[src/rtl/mxv_rx_pkg.sv]
// Shared definitions for the matrix-vector command-frame receiver.
// States, known command codes and the default frame delimiters live here.
package mxv_rx_pkg;

  typedef enum logic [2:0] {
    ST_IDLE,
    ST_LEN,
    ST_CMD,
    ST_PAYLOAD,
    ST_CHK,
    ST_EOF,
    ST_DONE
  } rx_state_e;

  localparam logic [7:0] CMD_SIZE   = 8'h01;
  localparam logic [7:0] CMD_INIT   = 8'h03;
  localparam logic [7:0] CMD_MATRIX = 8'h04;

  localparam logic [7:0] SOF_CODE = 8'hFE;
  localparam logic [7:0] EOF_CODE = 8'hEF;

endpackage

[src/rtl/mxv_rx_byte_strobe.sv]
// Turns the level-style UART byte-ready interrupt into a one-cycle strobe
// and produces the matching clear_interrupt pulse one cycle later.
// The edge register clears on reset, so an interrupt already high when
// reset is released is treated as a fresh byte.
module mxv_rx_byte_strobe (
  input  logic clk,
  input  logic reset,
  input  logic rx_interrupt,
  output logic strobe,
  output logic clear_interrupt
);

  logic rx_interrupt_q, rx_interrupt_d;
  logic clear_interrupt_q, clear_interrupt_d;

  assign strobe          = rx_interrupt & ~rx_interrupt_q;
  assign clear_interrupt = clear_interrupt_q;

  // Next values: remember the interrupt level and acknowledge every strobed byte.
  always_comb begin
    rx_interrupt_d    = rx_interrupt;
    clear_interrupt_d = rx_interrupt & ~rx_interrupt_q;
  end

  // Edge-detect history and registered acknowledge pulse.
  always_ff @(posedge clk) begin
    if (reset) begin
      rx_interrupt_q    <= 1'b0;
      clear_interrupt_q <= 1'b0;
    end else begin
      rx_interrupt_q    <= rx_interrupt_d;
      clear_interrupt_q <= clear_interrupt_d;
    end
  end

endmodule

[src/rtl/mxv_frame_receiver.sv]
// Command-frame parser between the UART receiver and the matrix-vector datapath.
// Frame: SOF, LEN, CMD, payload[LEN-2], (CHK), EOF. LEN counts LEN, CMD and payload.
// A complete frame is held on the outputs with frame_valid until frame_ack.
// Optional feature: define FRAME_CHECKSUM_EN to expect an XOR checksum byte
// (LEN ^ CMD ^ payload) just before EOF; otherwise err_chk is tied low.
module mxv_frame_receiver
  import mxv_rx_pkg::*;
#(
  parameter int                     WORD_LENGTH = 8,
  parameter int                     MAX_PAYLOAD = 16,
  parameter logic [WORD_LENGTH-1:0] SOF         = WORD_LENGTH'(SOF_CODE),
  parameter logic [WORD_LENGTH-1:0] EOF         = WORD_LENGTH'(EOF_CODE),
  parameter int                     TIMEOUT     = 1024
) (
  input  logic                               clk,
  input  logic                               reset,
  input  logic                               rx_interrupt,
  input  logic [WORD_LENGTH-1:0]             rx_data,
  output logic                               clear_interrupt,
  output logic                               frame_valid,
  input  logic                               frame_ack,
  output logic [WORD_LENGTH-1:0]             frame_cmd,
  output logic [WORD_LENGTH-1:0]             frame_len,
  output logic [$clog2(MAX_PAYLOAD+1)-1:0]   payload_count,
  output logic [MAX_PAYLOAD*WORD_LENGTH-1:0] payload,
  output logic                               err_len,
  output logic                               err_frame,
  output logic                               err_timeout,
  output logic                               err_chk,
  output logic                               err_overrun
);

  localparam int CW = $clog2(MAX_PAYLOAD + 1);
  localparam int TW = (TIMEOUT > 1) ? $clog2(TIMEOUT + 1) : 1;
  localparam logic [WORD_LENGTH:0] MIN_LEN = (WORD_LENGTH+1)'(2);
  localparam logic [WORD_LENGTH:0] MAX_LEN = (WORD_LENGTH+1)'(MAX_PAYLOAD + 2);

`ifdef FRAME_CHECKSUM_EN
  localparam rx_state_e TAIL_STATE = ST_CHK;
`else
  localparam rx_state_e TAIL_STATE = ST_EOF;
`endif

  logic strobe;

  rx_state_e                        state_q, state_d;
  logic [WORD_LENGTH-1:0]           len_q, len_d;
  logic [WORD_LENGTH-1:0]           cmd_q, cmd_d;
  logic [CW-1:0]                    count_q, count_d;
  logic [CW-1:0]                    idx_q, idx_d;
  logic [MAX_PAYLOAD*WORD_LENGTH-1:0] payload_q, payload_d;
  logic [TW-1:0]                    timer_q, timer_d;
  logic                             frame_valid_q, frame_valid_d;
  logic                             err_len_q, err_len_d;
  logic                             err_frame_q, err_frame_d;
  logic                             err_timeout_q, err_timeout_d;
  logic                             err_overrun_q, err_overrun_d;
  logic [WORD_LENGTH:0]             len_ext;
  logic                             in_frame;
`ifdef FRAME_CHECKSUM_EN
  logic [WORD_LENGTH-1:0]           chk_q, chk_d;
  logic                             err_chk_q, err_chk_d;
`endif

  mxv_rx_byte_strobe u_strobe (
    .clk             (clk),
    .reset           (reset),
    .rx_interrupt    (rx_interrupt),
    .strobe          (strobe),
    .clear_interrupt (clear_interrupt)
  );

  assign frame_valid   = frame_valid_q;
  assign frame_cmd     = cmd_q;
  assign frame_len     = len_q;
  assign payload_count = count_q;
  assign payload       = payload_q;
  assign err_len       = err_len_q;
  assign err_frame     = err_frame_q;
  assign err_timeout   = err_timeout_q;
  assign err_overrun   = err_overrun_q;
`ifdef FRAME_CHECKSUM_EN
  assign err_chk       = err_chk_q;
`else
  assign err_chk       = 1'b0;
`endif

  // Frame parser: advance on each byte strobe, then apply the inter-byte timeout.
  always_comb begin
    state_d       = state_q;
    len_d         = len_q;
    cmd_d         = cmd_q;
    count_d       = count_q;
    idx_d         = idx_q;
    payload_d     = payload_q;
    timer_d       = '0;
    err_len_d     = 1'b0;
    err_frame_d   = 1'b0;
    err_timeout_d = 1'b0;
    err_overrun_d = 1'b0;
    len_ext       = {1'b0, rx_data};
    in_frame      = (state_q != ST_IDLE) && (state_q != ST_DONE);
`ifdef FRAME_CHECKSUM_EN
    chk_d         = chk_q;
    err_chk_d     = 1'b0;
`endif

    case (state_q)
      ST_IDLE: begin
        if (strobe && rx_data == SOF) state_d = ST_LEN;
      end
      ST_LEN: begin
        if (strobe) begin
          if (len_ext < MIN_LEN || len_ext > MAX_LEN) begin
            err_len_d = 1'b1;
            state_d   = ST_IDLE;
          end else begin
            len_d   = rx_data;
            count_d = CW'(rx_data - WORD_LENGTH'(2));
            state_d = ST_CMD;
`ifdef FRAME_CHECKSUM_EN
            chk_d   = rx_data;
`endif
          end
        end
      end
      ST_CMD: begin
        if (strobe) begin
          cmd_d     = rx_data;
          payload_d = '0;
          idx_d     = '0;
          state_d   = (count_q == '0) ? TAIL_STATE : ST_PAYLOAD;
`ifdef FRAME_CHECKSUM_EN
          chk_d     = chk_q ^ rx_data;
`endif
        end
      end
      ST_PAYLOAD: begin
        if (strobe) begin
          for (int i = 0; i < MAX_PAYLOAD; i++) begin
            if (idx_q == CW'(i)) payload_d[i*WORD_LENGTH +: WORD_LENGTH] = rx_data;
          end
          idx_d = idx_q + CW'(1);
          if (idx_q == count_q - CW'(1)) state_d = TAIL_STATE;
`ifdef FRAME_CHECKSUM_EN
          chk_d = chk_q ^ rx_data;
`endif
        end
      end
      ST_CHK: begin
`ifdef FRAME_CHECKSUM_EN
        if (strobe) begin
          if (rx_data == chk_q) begin
            state_d = ST_EOF;
          end else begin
            err_chk_d = 1'b1;
            state_d   = ST_IDLE;
          end
        end
`else
        state_d = ST_IDLE;
`endif
      end
      ST_EOF: begin
        if (strobe) begin
          if (rx_data == EOF) begin
            state_d = ST_DONE;
          end else begin
            err_frame_d = 1'b1;
            state_d     = ST_IDLE;
          end
        end
      end
      ST_DONE: begin
        if (frame_ack) begin
          state_d = (strobe && rx_data == SOF) ? ST_LEN : ST_IDLE;
        end else if (strobe) begin
          err_overrun_d = 1'b1;
        end
      end
      default: state_d = ST_IDLE;
    endcase

    if (TIMEOUT != 0 && in_frame && !strobe) begin
      timer_d = timer_q + TW'(1);
      if (timer_q == TW'(TIMEOUT - 1)) begin
        err_timeout_d = 1'b1;
        timer_d       = '0;
        state_d       = ST_IDLE;
      end
    end

    frame_valid_d = (state_d == ST_DONE);
  end

  // Parser state, frame contents and registered status outputs.
  always_ff @(posedge clk) begin
    if (reset) begin
      state_q       <= ST_IDLE;
      len_q         <= '0;
      cmd_q         <= '0;
      count_q       <= '0;
      idx_q         <= '0;
      payload_q     <= '0;
      timer_q       <= '0;
      frame_valid_q <= 1'b0;
      err_len_q     <= 1'b0;
      err_frame_q   <= 1'b0;
      err_timeout_q <= 1'b0;
      err_overrun_q <= 1'b0;
`ifdef FRAME_CHECKSUM_EN
      chk_q         <= '0;
      err_chk_q     <= 1'b0;
`endif
    end else begin
      state_q       <= state_d;
      len_q         <= len_d;
      cmd_q         <= cmd_d;
      count_q       <= count_d;
      idx_q         <= idx_d;
      payload_q     <= payload_d;
      timer_q       <= timer_d;
      frame_valid_q <= frame_valid_d;
      err_len_q     <= err_len_d;
      err_frame_q   <= err_frame_d;
      err_timeout_q <= err_timeout_d;
      err_overrun_q <= err_overrun_d;
`ifdef FRAME_CHECKSUM_EN
      chk_q         <= chk_d;
      err_chk_q     <= err_chk_d;
`endif
    end
  end

endmodule
[config.mk]
export PLATFORM = sky130hd
export DESIGN_NAME = mxv_frame_receiver
export DESIGN_NICKNAME = d
export VERILOG_FILES = /design/src/rtl/mxv_rx_pkg.sv /design/src/rtl/mxv_rx_byte_strobe.sv /design/src/rtl/mxv_frame_receiver.sv
export SDC_FILE = /design/constraint.sdc
export NUM_CORES = 1
export LEC_CHECK = 0
export CAP_MARGIN = 0
export CORE_MARGIN = 2
export CORE_UTILIZATION = 50
export DETAILED_ROUTE_END_ITERATION = 8
export PLACE_DENSITY_LB_ADDON = 0.15
export SLEW_MARGIN = 20
export SYNTH_ARGS = -nofsm -noshare
export SYNTH_HDL_FRONTEND = slang
export SYNTH_SLANG_ARGS = --single-unit
[constraint.sdc]
create_clock -name clk -period 3.8 [get_ports clk]
set_clock_uncertainty 0.15 [all_clocks]
set_input_delay 0.95 -clock clk [delete_from_list [all_inputs] [get_ports clk]]
set_output_delay 0.95 -clock clk [all_outputs]
set_load 0.01 [all_outputs]
# ---- Yosys cells after proc, flatten, opt, wreduce, memory -nomap -nowiden
# Cells that the tools add are included.
# W data, S select, Z words.
dict set report totals {
  output_inout_bits 156
  wordCells 161
  input_bits 12
  regBits 175
}
dict set report op_classes {
  addsub 4
  n_eq_ne 44
  n_bitwise 8
  n_lt_le_gt_ge 2
  n_reduce_logical 34
  n_mux 40
}
# op n
set ops {}
lappend ops {{$mux W128} 2}
lappend ops {{$pmux W128 S2} 1}
lappend ops {{$mux W8} 16}
lappend ops {{$reduce_and A4 Y1} 16}
lappend ops {{$eq A5 B4 Y1 const B} 8}
lappend ops {{$ne A2 B2 Y1 const B} 18}
lappend ops {{$mux W3} 11}
lappend ops {{$eq A5 B3 Y1 const B} 4}
lappend ops {{$pmux W3 S6} 1}
lappend ops {{$eq A8 B8 Y1 const B} 2}
lappend ops {{$reduce_or A3 Y1} 4}
lappend ops {{$add A11 B1 Y11 const B} 1}
lappend ops {{$eq A11 B10 Y1 const B} 1}
lappend ops {{$eq A5 B2 Y1 const B} 2}
lappend ops {{$logic_not A5 Y1} 2}
lappend ops {{$mux W5} 2}
lappend ops {{$pmux W5 S2} 1}
lappend ops {{$eq A3 B3 Y1 const B} 3}
lappend ops {{$gt A8 B5 Y1 const B} 1}
lappend ops {{$lt A8 B2 Y1 const B} 1}
lappend ops {{$not A1 Y1} 7}
lappend ops {{$eq A3 B2 Y1 const B} 2}
lappend ops {{$reduce_and A3 Y1} 2}
lappend ops {{$add A5 B1 Y5 const B} 1}
lappend ops {{other kinds (17)} 23}

# ---- Depth between registers and ports, before layout
# Gate-level depths: netlist of the first run.
dict set report depth {
  word_depth 9
  mapped_depth 9
  mapped_depth_nobuf 7
}

# ---- Hierarchy
# From an unflattened synthesis of the first run, not the netlist that was laid out.
dict set report hier_totals {
  hier_cells 847
  area_unflattened_um2 6995.5
}
# module instances cells_each area_per_inst_um2 seq_area_each_um2
set by_module_without_submodules {}
lappend by_module_without_submodules {mxv_frame_receiver 1 842 6930.4 3443.3}
lappend by_module_without_submodules {mxv_rx_byte_strobe 1 5 65.1 40.0}

# ---- Least setup slack after synthesis of the first run
# OpenSTA, ideal clock, no wires.
dict set report synth_path {
  path_type {input to register}
  from {input port rx_data[2]}
  to {register len_q[2] (netlist: frame_len[2])}
  path_stages 9
  setup_time_ns 0.128
  setup_slack_ns 1.191
  t_required_ns 3.522
  n_path_buf 2
  arrival_time_ns 2.332
  path_cell_list {buf_2 inv_1 ha_1 nor2b_1 o21bai_4 a211oi_4 buf_6 mux2i_1 nor2_1}
}
dict set report synth_between {
  elab_chain_len 4
  elab_cells_between_ends 5
  cone_classes {order compare: 2; bitwise: 1; reduce/logical: 2}
}
# element line_no
set synth_rtl {}
lappend synth_rtl {{from (decl)} mxv_frame_receiver.sv:18} ;# input logic [WORD_LENGTH-1:0] rx_data,
lappend synth_rtl {{$lt A8 B2 Y1 or $gt A8 B5 Y1 (tied branches)} mxv_frame_receiver.sv:114} ;# if (len_ext < MIN_LEN || len_ext > MAX_LEN) begin
lappend synth_rtl {{$logic_or A1 B1 Y1} mxv_frame_receiver.sv:114}
lappend synth_rtl {{$not A1 Y1 (no source line)} -}
lappend synth_rtl {{$reduce_and A3 Y1 (no source line)} -}
lappend synth_rtl {{to (signal assigned)} mxv_frame_receiver.sv:217} ;# len_q <= len_d;
lappend synth_rtl {{to (decl)} mxv_frame_receiver.sv:47} ;# logic [WORD_LENGTH-1:0] len_q, len_d;
# Several ways; a longest one is shown, not always the timed one.
# A chain may end at the register's enable or synchronous reset.

# ---- Worst setup path in the final report of the first run
dict set report layout_path {
  from {input port rx_interrupt}
  to {register payload_q[43] (netlist: payload[43])}
}
dict set report layout_between {
  elab_chain_len 3
  elab_cells_between_ends 4
  cone_classes {eq/ne: 2; bitwise: 1; reduce/logical: 1}
}
# element line_no
set layout_rtl {}
lappend layout_rtl {{from (decl)} mxv_frame_receiver.sv:17} ;# input logic rx_interrupt,
lappend layout_rtl {{$and A1 B1 Y1 (*)} mxv_rx_byte_strobe.sv:16} ;# assign strobe = rx_interrupt & ~rx_interrupt_q;
lappend layout_rtl {{$ne A2 B2 Y1 (no source line)} -}
lappend layout_rtl {{$reduce_and A4 Y1 (no source line) (*)} -}
lappend layout_rtl {{to (signal assigned)} mxv_frame_receiver.sv:221} ;# payload_q <= payload_d;
lappend layout_rtl {{to (decl)} mxv_frame_receiver.sv:51} ;# logic [MAX_PAYLOAD*WORD_LENGTH-1:0] payload_q, payload_d;
# Every way passes the cells marked *; elsewhere a longest branch is shown, timed or not.

==> key figures, run 1 <==
Run status
  – Status: completed

Clock tree
  – Post-CTS setup buffers: 0
  – Clock root cell: clkbuf_16
  – CTS H-tree depth: 4
  – Clk sink count: between 150 and 200
  – Worst skew pair latency: 0.42 ns
  – Clock slew at reported path FFs: 0.07 ns
  – Cts hold-fix bufs: 0
  – CTS buffer count: 17
  – CTS max path bufs: 2
  – Post-CTS sizing: 0
  – TritonCTS clock tree: done

Worst setup path
  – Kind of critical path: input port to flop
  – Endpoint class of the critical path: flop
  – R2r endpoint: payload[96]$_SDFFE_PP0P_
  – CP max-delay cell: clkdlybuf4s50_1
  – Crit-path max FO: 16
  – Worst path max stage delay: between 0.5 and 0.6 ns
  – Worst Setup Start Kind: input port
  – Worst r2r src: state_q[1]$_SDFF_PP0_
  – WP data arrival: 2.99 ns
  – CP endpoint: payload[43]$_SDFFE_PP0P_
  – Flop2flop setup slack: between 1 and 1.5 ns
  – WP buf/inv: 2
  – Critical Path RT: between 3 and 4 ns
  – CP startpoint: rx_interrupt
  – Critical path depth: 6
  – Top delay family on crit path: simple AND/OR/NAND/NOR gates
  – Worst reg-to-reg path cell count: 5
  – Crit-path cells: clkdlybuf4s50_1 -> nor3b_2 -> buf_4 -> nand4_1 -> a31oi_1 -> nor2_1

Floorplan
  – Core area: 0.0139 mm^2
  – I/O pin total: approximately 170
  – Initial core utilization: 0.512
  – Num rows: between 40 and 50
  – Die height: approximately 120 um
  – Die Wd: around 120 um
  – DIE AREA: around 0.015 mm^2

Cells and area
  – P&R area growth vs syn: 32.6%
  – Share of cells above drive strength 1: 0.0783
  – # fillers: roughly 1200
  – Non-filler cells, final: around 1200
  – Most common cell after layout, fill and taps aside: nor2_1
  – N_diodes: 0
  – Most frequent cells in the layout: nor2_1, dfxtp_1, clkdlybuf4s50_1
  – Layout Nets: ~1000

Synth
  – Synthesized area: between 0.007 and 0.008 mm^2
  – Post-synth EDFFs: 0
  – Number of synthesis warnings: 0
  – Compound-gate portion of the synthesized area: 0.156
  – Main combinational cell family by area after synthesis: simple AND/OR/NAND/NOR gates
  – Synth unique cells: 56
  – Mapped Nets: ~880
  – #FFs+latches synth: around 170
  – Asr flop ratio synth: 0
  – Post-Synth Adder-Cell Area: 0.0159
  – Mapped Avg Cell Area: 8.30 um^2
  – Mapped Cells: roughly 860
  – Sequential area share after synthesis: 0.490
  – Most used DFF post-synth: dfxtp_1
  – Area share of and/or/nand/nor cells after synthesis: 0.254
  – Post-synthesis mux area share: 0.00705
  – Xor-xnor portion of the synthesized cell area: 0.0222

Global route
  – Vias in the first global route: around 5700
  – Remaining global-route overflow: 0
  – Global-route wire length before repair: around 31000 um
  – All-Layer GR Usage: 0.260
  – Initial antenna violation count: 0
  – Largest net degree at the start of global routing: 72

Pwr
  – Clk pwr share: 0.486
  – Reg power frac: 0.485
  – Sw frac: 0.218
  – Worst VDD drop: 0.278 mV
  – Leakage: 3.25 nW
  – Logic pwr share: 0.029
  – Internal power: about 0.0030 W
  – Pwr dens: approximately 400 mW/mm^2
  – Sw Pwr: between 0.0008 and 0.0009 W

Place
  – Detailed-placement wirelength estimate: 12700 um
  – PortBufs: 166
  – Gp weighted congestion: between 0.8 and 0.9
  – Inst Count DP: 1144

Drt
  – First drt pass iteration count: 5
  – Vias: ~6400
  – Final routed DRC violation total: 0
  – Mean number of vias per cell: 5.45
  – Routed WL: about 20000 um
  – Wirelength per Cell: between 15 and 20 um
  – Final ANT Viol Nets: 0
  – Iter 0 DRT Violations: between 500 and 600

Timing
  – Final Max Tran Viols: 0
  – Final period utilization: 0.749
  – Tmin final: between 2 and 3 ns
  – Slew at the pin closest to its max-slew limit: ~0.91 ns
  – Fmax: between 300 and 400 MHz
  – RSZ-0062 raised after global routing: false
  – Sum Neg Setup Slack: 0 ns
  – Final Hold Violating Endpoints: 0
  – # setup viols final: 0
  – Max-slew headroom: 0.395

Hold path
  – Worst Hold Class: flop to flop

Flow run
  – Max-cap violations: 0
[metal layers]
metal  part of all wire  GRT usage
met1               0.46      0.357
met5                  0          0
met4             0.0087     0.0689
met2               0.45      0.391
met3              0.084     0.0904
[synthesized netlist by cell type (3+ instances only)]
master      n  area share
nor3_1      6      0.0042
nor2_1    287        0.15
nor2b_1     7      0.0062
a211oi_2    3      0.0053
nand2b_1    3      0.0026
nand3_2     5      0.0070
and2_1      6      0.0053
clkbuf_1   36       0.019
nand4_2    10       0.018
nand3b_1    5      0.0053
o21ai_0     3      0.0021
nand2_1    34       0.018
a31oi_1   122        0.11
o31ai_1     3      0.0032
buf_2      27       0.019
nand3_1     4      0.0028
a21oi_1    22       0.016
mux2i_1     5      0.0070
nand4_1     9      0.0079
nor2_2      3      0.0026
ha_1        9       0.016
inv_1      12      0.0063
dfxtp_1   174        0.49
xor2_1      8      0.0099
buf_4       6      0.0063
and3_1      3      0.0026
xnor2_1    10       0.012
[metrics by stage]
step,total power [W],setup WS [ns],instance area (um^2),hold WS (ns),util
2_1_floorplan,0.00195,1.19,7100,0.280,-
3_3_place_gp,0.00198,0.554,8790,0.292,0.633
3_5_place_dp,0.00198,0.514,8790,0.299,0.633
4_1_cts,0.00380,0.962,9420,0.308,0.678
5_1_grt,0.00388,0.709,9420,0.334,0.679
6_report,0.00378,0.954,9420,0.305,0.679
[logic make-up after synthesis]
| group | Yosys count |
|---|---|
| adder cells (fa/ha/maj) | 9 |
| other | 1 |
| flip-flops | 174 |
| AO/OA/AOI/OAI | 169 |
| XOR/XNOR | 18 |
| buffers and inverters | 83 |
| multiplexers | 5 |
| AND/OR/NAND/NOR | 397 |
[worst min-delay path: stages (launching register included)]
cell and delay (ns):
dfxtp_1 0.31, nand2_1 0.05, a21oi_1 0.05
[layout make-up]
| type | count | area, um^2 | share of cell area |
|---|---|---|---|
| Clock buffer | 21 | 470 | 0.0499 |
| Timing Repair Buffer | 179 | 1780 | 0.189 |
| Tap cell | 180 | 225 | 0.0239 |
| Clock inverter | 11 | 156 | 0.0166 |
| Sequential cell | 174 | 3480 | 0.370 |
| Inverter | 12 | 45.0 | 0.00478 |
| Multi-Input combinational cell | 599 | 3260 | 0.346 |
[flip-flops by register name, summed over array words and instances, names as in the netlist]
register                  count
payload                     128
timer_q                      11
frame_cmd                     8
frame_len                     8
idx_q                         5
payload_count                 4
state_q                       3
err_frame                     1
err_len                       1
err_overrun                   1
err_timeout                   1
frame_valid                   1
u_strobe.clear_interrupt      1
u_strobe.rx_interrupt_q       1
[power by group through the flow]
| stage | clock network [W] | logic [W] | registers (W) |
|---|---|---|---|
| 5_1_grt | 0.00193 | 0.000121 | 0.00183 |
| 6_report | 0.00184 | 0.000111 | 0.00183 |
| 3_3_place_gp | 0 | 0.000111 | 0.00187 |
| 3_5_place_dp | 0 | 0.000110 | 0.00187 |
| 4_1_cts | 0.00185 | 0.000111 | 0.00183 |
| 2_1_floorplan | 0 | 0.0000763 | 0.00187 |
[worst min-delay path by stage]
| stage | startpoint | end | slack [ns] | cells after the start |
|---|---|---|---|---|
| 2_1_floorplan | timer_q[0]$_SDFF_PP0_ | timer_q[0]$_SDFF_PP0_ | 0.28 | 1 |
| 3_3_place_gp | frame_cmd[7]$_SDFFE_PP0P_ | frame_cmd[7]$_SDFFE_PP0P_ | 0.29 | 2 |
| 3_5_place_dp | frame_cmd[4]$_SDFFE_PP0P_ | frame_cmd[4]$_SDFFE_PP0P_ | 0.30 | 2 |
| 4_1_cts | frame_cmd[4]$_SDFFE_PP0P_ | frame_cmd[4]$_SDFFE_PP0P_ | 0.31 | 2 |
| 5_1_grt | frame_cmd[4]$_SDFFE_PP0P_ | frame_cmd[4]$_SDFFE_PP0P_ | 0.33 | 2 |
| 6_report | frame_cmd[4]$_SDFFE_PP0P_ | frame_cmd[4]$_SDFFE_PP0P_ | 0.30 | 2 |
(Power assumes the default switching activity.)
==> run 2: changes to the inputs <==
--- a/config.mk
+++ b/config.mk
@@ -7,7 +7,7 @@
 export LEC_CHECK = 0
 export CAP_MARGIN = 0
 export CORE_MARGIN = 2
-export CORE_UTILIZATION = 50
+export CORE_UTILIZATION = 45
 export DETAILED_ROUTE_END_ITERATION = 8
 export PLACE_DENSITY_LB_ADDON = 0.15
 export SLEW_MARGIN = 20
==> constraint.sdc (replaced) <==
create_clock -name clk -period 2.5 [get_ports clk]
set_clock_uncertainty 0.15 [all_clocks]
set_input_delay 0.625 -clock clk [delete_from_list [all_inputs] [get_ports clk]]
set_output_delay 0.625 -clock clk [all_outputs]
set_load 0.01 [all_outputs]
==> key figures, run 2 (synthesized netlist as in run 1, its figures left out) <==
Global route
  – Remaining global-route overflow: 0 (unchanged)
  – Initial antenna violation count: 0 (unchanged)
  – All-Layer GR Usage: 0.246 (was 0.260)
  – Largest net degree at the start of global routing: 51 (was 72)
  – Global-route wire length before repair: 32400 um (was 30600 um)
  – Vias in the first global route: 6073 (was 5716)

Cells and area
  – P&R area growth vs syn: 42.6% (was 32.6%)
  – Most frequent cells in the layout: nor2_1, dfxtp_1, clkdlybuf4s50_1 (unchanged)
  – Non-filler cells, final: 1258 (was 1176)
  – Post-route cell area: 0.0101 mm^2 (was 0.00942 mm^2)
  – Largest register FFs: 128 (unchanged)
  – Final core occ: 0.662 (was 0.679)
  – N_diodes: 0 (unchanged)
  – Layout Nets: 1055 (was 1004)
  – Share of cells above drive strength 1: 0.122 (was 0.0783)
  – Most common cell after layout, fill and taps aside: nor2_1 (unchanged)

Hold path
  – Hold path start: frame_cmd[2]$_SDFFE_PP0P_ (was frame_cmd[4]$_SDFFE_PP0P_)
  – Worst Hold Class: flop to flop (unchanged)

Pwr
  – Leakage: 3.63 nW (was 3.25 nW)
  – Worst VDD drop: 0.433 mV (was 0.278 mV)
  – Internal power: 0.00457 W (was 0.00296 W)
  – Reg power frac: 0.480 (was 0.485)
  – Pwr dens: 573 mW/mm^2 (was 401 mW/mm^2)
  – Sw Pwr: 0.00124 W (was 0.000823 W)
  – Logic pwr share: 0.036 (was 0.029)
  – Clk pwr share: 0.484 (was 0.486)
  – Sw frac: 0.214 (was 0.218)

Clock tree
  – Clock root cell: clkbuf_16 (unchanged)
  – CTS H-tree depth: 4 (unchanged)
  – Clk sink count: 174 (unchanged)
  – Worst skew pair latency: 0.43 ns (was 0.42 ns)
  – Clock slew at reported path FFs: 0.06 ns (was 0.07 ns)
  – CTS buffer count: 17 (unchanged)
  – Cts hold-fix bufs: 0 (unchanged)
  – Post-CTS setup buffers: 0 (unchanged)
  – Post-CTS sizing: 0 (unchanged)
  – CTS max path bufs: 2 (unchanged)
  – TritonCTS clock tree: done (unchanged)

Timing
  – Fmax: around 430 MHz
  – Final Hold Violating Endpoints: 0 (unchanged)
  – Hold_ws: 0.302 ns (was 0.305 ns)
  – Final Max Tran Viols: 0 (unchanged)
  – Final period utilization: 0.939
  – Tmin final: 2.35 ns
  – # setup viols final: 0 (unchanged)
  – RSZ-0062 raised after global routing: false (unchanged)
  – Max-slew headroom: 0.618 (was 0.395)
  – Slew at the pin closest to its max-slew limit: 0.572 ns (was 0.905 ns)

Worst setup path
  – Worst r2r src: state_q[1]$_SDFF_PP0_ (unchanged)
  – Endpoint class of the critical path: output pin (was flop)
  – Top delay family on crit path: buffers and inverters (was simple AND/OR/NAND/NOR gates)
  – WP data arrival: 1.57 ns (was 2.99 ns)
  – Crit-path cells: clkdlybuf4s50_1 (was clkdlybuf4s50_1 -> nor3b_2 -> buf_4 -> nand4_1 -> a31oi_1 -> nor2_1)
  – CP max-delay cell: clkdlybuf4s50_1 (unchanged)
  – Crit-path max FO: 8 (was 16)
  – Worst Setup Start Kind: flop (was input port)
  – Critical Path RT: 1.73 ns (was 3.94 ns)
  – WP buf/inv: 1 (was 2)
  – Flop2flop setup slack: 0.40 ns (was 1.28 ns)
  – Worst path max stage delay: 0.61 ns (was 0.55 ns)
  – Kind of critical path: flop to output pin (was input port to flop)
  – CP startpoint: payload_count[2]$_SDFFE_PP0P_ (was rx_interrupt)

Drt
  – Wirelength per Cell: 16.6 um (was 16.7 um)
  – Routed WL: 20900 um (was 19600 um)
  – Vias: 6721 (was 6405)
  – Final ANT Viol Nets: 0 (unchanged)
  – Mean number of vias per cell: 5.34 (was 5.45)
  – First drt pass iteration count: 5 (unchanged)
  – Iter 0 DRT Violations: 409 (was 581)
  – Final routed DRC violation total: 0 (unchanged)

Place
  – DP Area: 0.00950 mm^2 (was 0.00879 mm^2)
  – PortBufs: 166 (unchanged)
  – Inst Count DP: 1226 (was 1144)
  – Gp weighted congestion: 0.954 (was 0.851)
  – Detailed-placement wirelength estimate: 13800 um (was 12700 um)

Floorplan
  – Initial core utilization: 0.464 (was 0.512)
  – I/O pin total: 168 (unchanged)
  – Core area: 0.0153 mm^2 (was 0.0139 mm^2)
  – Num rows: 45 (was 43)
  – Die height: 130 um (was 123 um)
  – DIE AREA: 0.0168 mm^2 (was 0.0152 mm^2)
  – Die Wd: 130 um (was 123 um)

Run status
  – Status: completed (unchanged)

Flow run
  – Max-cap violations: 0 (unchanged)
run 2: changes by cell type in the layout (fill, tap and decap cells not counted), sizes merged:
cell    before  now
inv         14   13
clkbuf      21   19
buf         14   65
clkinv       3    5
bufinv       3    4
run 2: metrics by stage:
stage / power [W] / TNS [ns] / setup slack, ns
after CTS: 0.00585 / 0 / 0.127
after floorplan: 0.00296 / 0 / 0.216
final: 0.00581 / 0 / 0.152
after global routing: 0.00598 / 0 / 0.0894
after detailed placement: 0.00306 / -1.53 / -0.130
after global placement: 0.00306 / -0.856 / -0.0813
run 2: final timing paths:
| kind | endpoint | cells past startpoint |
|---|---|---|
| max | payload_count[2] | 1 |
| min | frame_cmd[2]$_SDFFE_PP0P_ | 2 |
| max reg2reg | payload[19]$_SDFFE_PP0P_ | 6 |
| min reg2reg | frame_cmd[2]$_SDFFE_PP0P_ | 2 |
run 2: metal layers:
layer | part of all wire | GRT usage | routed length (um)
met1 | 0.45 | 0.333 | 9410
met2 | 0.45 | 0.381 | 9490
met3 | 0.079 | 0.0710 | 1640
met4 | 0.015 | 0.0765 | 320
met5 | 0 | 0 | 0
run 2: cell type report:
| type | instances | area (um^2) |
|---|---|---|
| Sequential cell | 174 | 3480 |
| Clock buffer | 19 | 443 |
| Fill cell | 1276 | 5180 |
| Clock inverter | 13 | 188 |
| Tap cell | 211 | 264 |
| Timing Repair Buffer | 230 | 2450 |
| Inverter | 12 | 45.0 |
| Multi-Input combinational cell | 599 | 3260 |
run 2: power by group through the flow:
stage / clock, W / combinational [W] / sequential (W)
2_1_floorplan: 0 / 0.000116 / 0.00285
3_3_place_gp: 0 / 0.000208 / 0.00285
3_5_place_dp: 0 / 0.000209 / 0.00285
4_1_cts: 0.00286 / 0.000210 / 0.00279
5_1_grt: 0.00297 / 0.000227 / 0.00279
6_report: 0.00281 / 0.000212 / 0.00279
run 2: worst register-to-register path, stage by stage (launching register included):
cell	delay, ns
dfxtp_1	0.68
and3b_1	0.52
nand2_1	0.21
buf_12	0.20
nor2_1	0.10
a31oi_1	0.04
nor2_1	0.11
==> run 3: changes to the inputs <==
--- a/config.mk
+++ b/config.mk
@@ -8,8 +8,9 @@
 export CAP_MARGIN = 0
 export CORE_MARGIN = 2
 export CORE_UTILIZATION = 45
+export CTS_CLUSTER_DIAMETER = 30
 export DETAILED_ROUTE_END_ITERATION = 8
-export PLACE_DENSITY_LB_ADDON = 0.15
+export PLACE_DENSITY = 0.72
 export SLEW_MARGIN = 20
 export SYNTH_ARGS = -nofsm -noshare
 export SYNTH_HDL_FRONTEND = slang
==> key figures, run 3 (synthesized netlist as in run 1, its figures left out) <==
Floorplan
  – Num rows: 45 (unchanged)
  – Core area: 0.0153 mm^2 (unchanged)
  – DIE AREA: 0.0168 mm^2 (unchanged)
  – Initial core utilization: 0.464 (unchanged)
  – I/O pin total: 168 (unchanged)
  – Die height: 130 um (unchanged)
  – Die Wd: 130 um (unchanged)

Clock tree
  – Post-CTS sizing: 0 (unchanged)
  – CTS H-tree depth: 4 (unchanged)
  – CTS max path bufs: 2 (unchanged)
  – Clock root cell: clkbuf_16 (unchanged)
  – Clock slew at reported path FFs: 0.06 ns (about the same)
  – Worst skew pair latency: 0.43 ns (about the same)
  – Cts hold-fix bufs: 0 (unchanged)
  – TritonCTS clock tree: done (unchanged)
  – Clk sink count: 174 (unchanged)
  – Post-CTS setup buffers: 0 (unchanged)
  – CTS buffer count: 17 (unchanged)

Worst setup path
  – Worst Setup Start Kind: flop (unchanged)
  – Top delay family on crit path: buffers and inverters (unchanged)
  – Crit-path cells: clkdlybuf4s50_1 (unchanged)
  – Kind of critical path: flop to output pin (unchanged)
  – WP buf/inv: 1 (unchanged)
  – R2r endpoint: payload[54]$_SDFFE_PP0P_ (was payload[19]$_SDFFE_PP0P_)
  – Worst r2r src: state_q[0]$_SDFF_PP0_ (was state_q[1]$_SDFF_PP0_)
  – Crit-path max FO: 8 (unchanged)
  – CP max-delay cell: clkdlybuf4s50_1 (unchanged)
  – Critical Path RT: 1.73 ns (about the same)
  – Worst path max stage delay: 0.61 ns (about the same)
  – Flop2flop setup slack: 0.45 ns (was 0.40 ns)
  – Worst reg-to-reg path cell count: 6 (unchanged)
  – WP data arrival: 1.55 ns (was 1.57 ns)
  – Endpoint class of the critical path: output pin (unchanged)

Pwr
  – Pwr Total: 0.00602 W (was 0.00581 W)
  – Leakage: 3.61 nW (was 3.63 nW)
  – Pwr dens: 596 mW/mm^2 (was 573 mW/mm^2)
  – Worst VDD drop: 0.395 mV (was 0.433 mV)

Drt
  – Mean number of vias per cell: 5.30 (was 5.34)
  – First drt pass iteration count: 5 (unchanged)
  – Final routed DRC violation total: 0 (unchanged)
  – Routed WL: 20700 um (was 20900 um)
  – Wirelength per Cell: 16.5 um (was 16.6 um)
  – Vias: 6653 (was 6721)
  – Final ANT Viol Nets: 0 (unchanged)
  – Iter 0 DRT Violations: 501 (was 409)

Flow run
  – Max-cap violations: 0 (unchanged)

Hold path
  – Worst Hold Class: flop to flop (unchanged)
  – Hold path depth: 2 (unchanged)
  – Hold EP: frame_cmd[1]$_SDFFE_PP0P_ (was frame_cmd[2]$_SDFFE_PP0P_)
  – Hold path start: frame_cmd[1]$_SDFFE_PP0P_ (was frame_cmd[2]$_SDFFE_PP0P_)

Cells and area
  – Layout Nets: 1053 (was 1055)
  – Largest register FFs: 128 (unchanged)
  – P&R area growth vs syn: 42.2% (was 42.6%)
  – N_diodes: 0 (unchanged)
  – Final core occ: 0.660 (was 0.662)
  – Most common cell after layout, fill and taps aside: nor2_1 (unchanged)
  – Most frequent cells in the layout: nor2_1, dfxtp_1, clkdlybuf4s50_1 (unchanged)
  – Share of cells above drive strength 1: 0.119 (was 0.122)
  – # fillers: 1291 (was 1276)

Global route
  – Initial antenna violation count: 0 (unchanged)
  – All-Layer GR Usage: 0.245 (was 0.246)
  – Largest net degree at the start of global routing: 90 (was 51)
  – Remaining global-route overflow: 0 (unchanged)
  – Global-route wire length before repair: 31900 um (was 32400 um)
  – Vias in the first global route: 6025 (was 6073)

Run status
  – Status: completed (unchanged)

Timing
  – Final Max Tran Viols: 0 (unchanged)
  – Max-slew headroom: 0.595 (was 0.618)
  – Fmax: 429 MHz (was 426 MHz)
  – Slew at the pin closest to its max-slew limit: 0.603 ns (was 0.572 ns)
  – Final Hold Violating Endpoints: 0 (unchanged)
  – Final WS setup: 0.171 ns (was 0.152 ns)
  – Tmin final: 2.33 ns (was 2.35 ns)
  – RSZ-0062 raised after global routing: false (unchanged)
  – Final period utilization: 0.932 (was 0.939)
  – # setup viols final: 0 (unchanged)

Place
  – Pre-CTS setup slack: -0.170 ns (was -0.130 ns)
  – PortBufs: 166 (unchanged)
  – Detailed-placement wirelength estimate: 13600 um (was 13800 um)
  – Gp weighted congestion: 0.847 (was 0.954)
## run 3: worst min-delay path, cell delays in order (launching register included)
cell	delay, ns
dfxtp_1	0.31
nand2_1	0.05
a21oi_1	0.05
## run 3: layer usage
metal / up-vias / routed length (um) / GRT usage
met1: 3117 / 9290 / 0.331
met4: 0 / 339 / 0.0759
met3: 25 / 1980 / 0.0974
met2: 225 / 9110 / 0.359
met5: - / 0 / 0
li1: 3286 / - / -
## run 3: report_power, final
part / switching (W) / internal, W / total, W
Clock: 0.00107 / 0.00195 / 0.00303
Sequential: 0.00000782 / 0.00278 / 0.00279
Combinational: 0.000126 / 0.0000840 / 0.000210
Total: 0.00121 / 0.00482 / 0.00602
## run 3: cell type report
cell class | instances | area [um^2] | share of cell area
Sequential cell | 174 | 3480 | 0.345
Multi-Input combinational cell | 599 | 3260 | 0.322
Timing Repair Buffer | 228 | 2370 | 0.235
Clock buffer | 22 | 474 | 0.0469
Tap cell | 211 | 264 | 0.0261
Clock inverter | 9 | 205 | 0.0203
Inverter | 12 | 45.0 | 0.00446
## run 3: worst max path at each step
stage / from / to / slack [ns] / cells after the start
6_report: payload_count[2]$_SDFFE_PP0P_ / payload_count[2] / 0.17 / 1
5_1_grt: payload_count[2]$_SDFFE_PP0P_ / payload_count[2] / 0.12 / 1
4_1_cts: payload_count[2]$_SDFFE_PP0P_ / payload_count[2] / 0.18 / 1
3_5_place_dp: rx_data[2] / frame_len[3]$_SDFFE_PP0P_ / -0.17 / 9
3_3_place_gp: rx_data[2] / frame_len[3]$_SDFFE_PP0P_ / -0.12 / 9
2_1_floorplan: rx_data[2] / frame_len[2]$_SDFFE_PP0P_ / 0.22 / 9
## run 3: stage by stage
step | instance area [um^2] | hold slack [ns] | setup TNS [ns] | instances
4_1_cts | 10100 | 0.306 | 0 | 1255
3_3_place_gp | 9420 | 0.294 | -2.43 | 1224
3_5_place_dp | 9420 | 0.293 | -6.34 | 1224
6_report | 10100 | 0.303 | 0 | 1255
2_1_floorplan | 7100 | 0.280 | 0 | 856
5_1_grt | 10100 | 0.324 | 0 | 1255
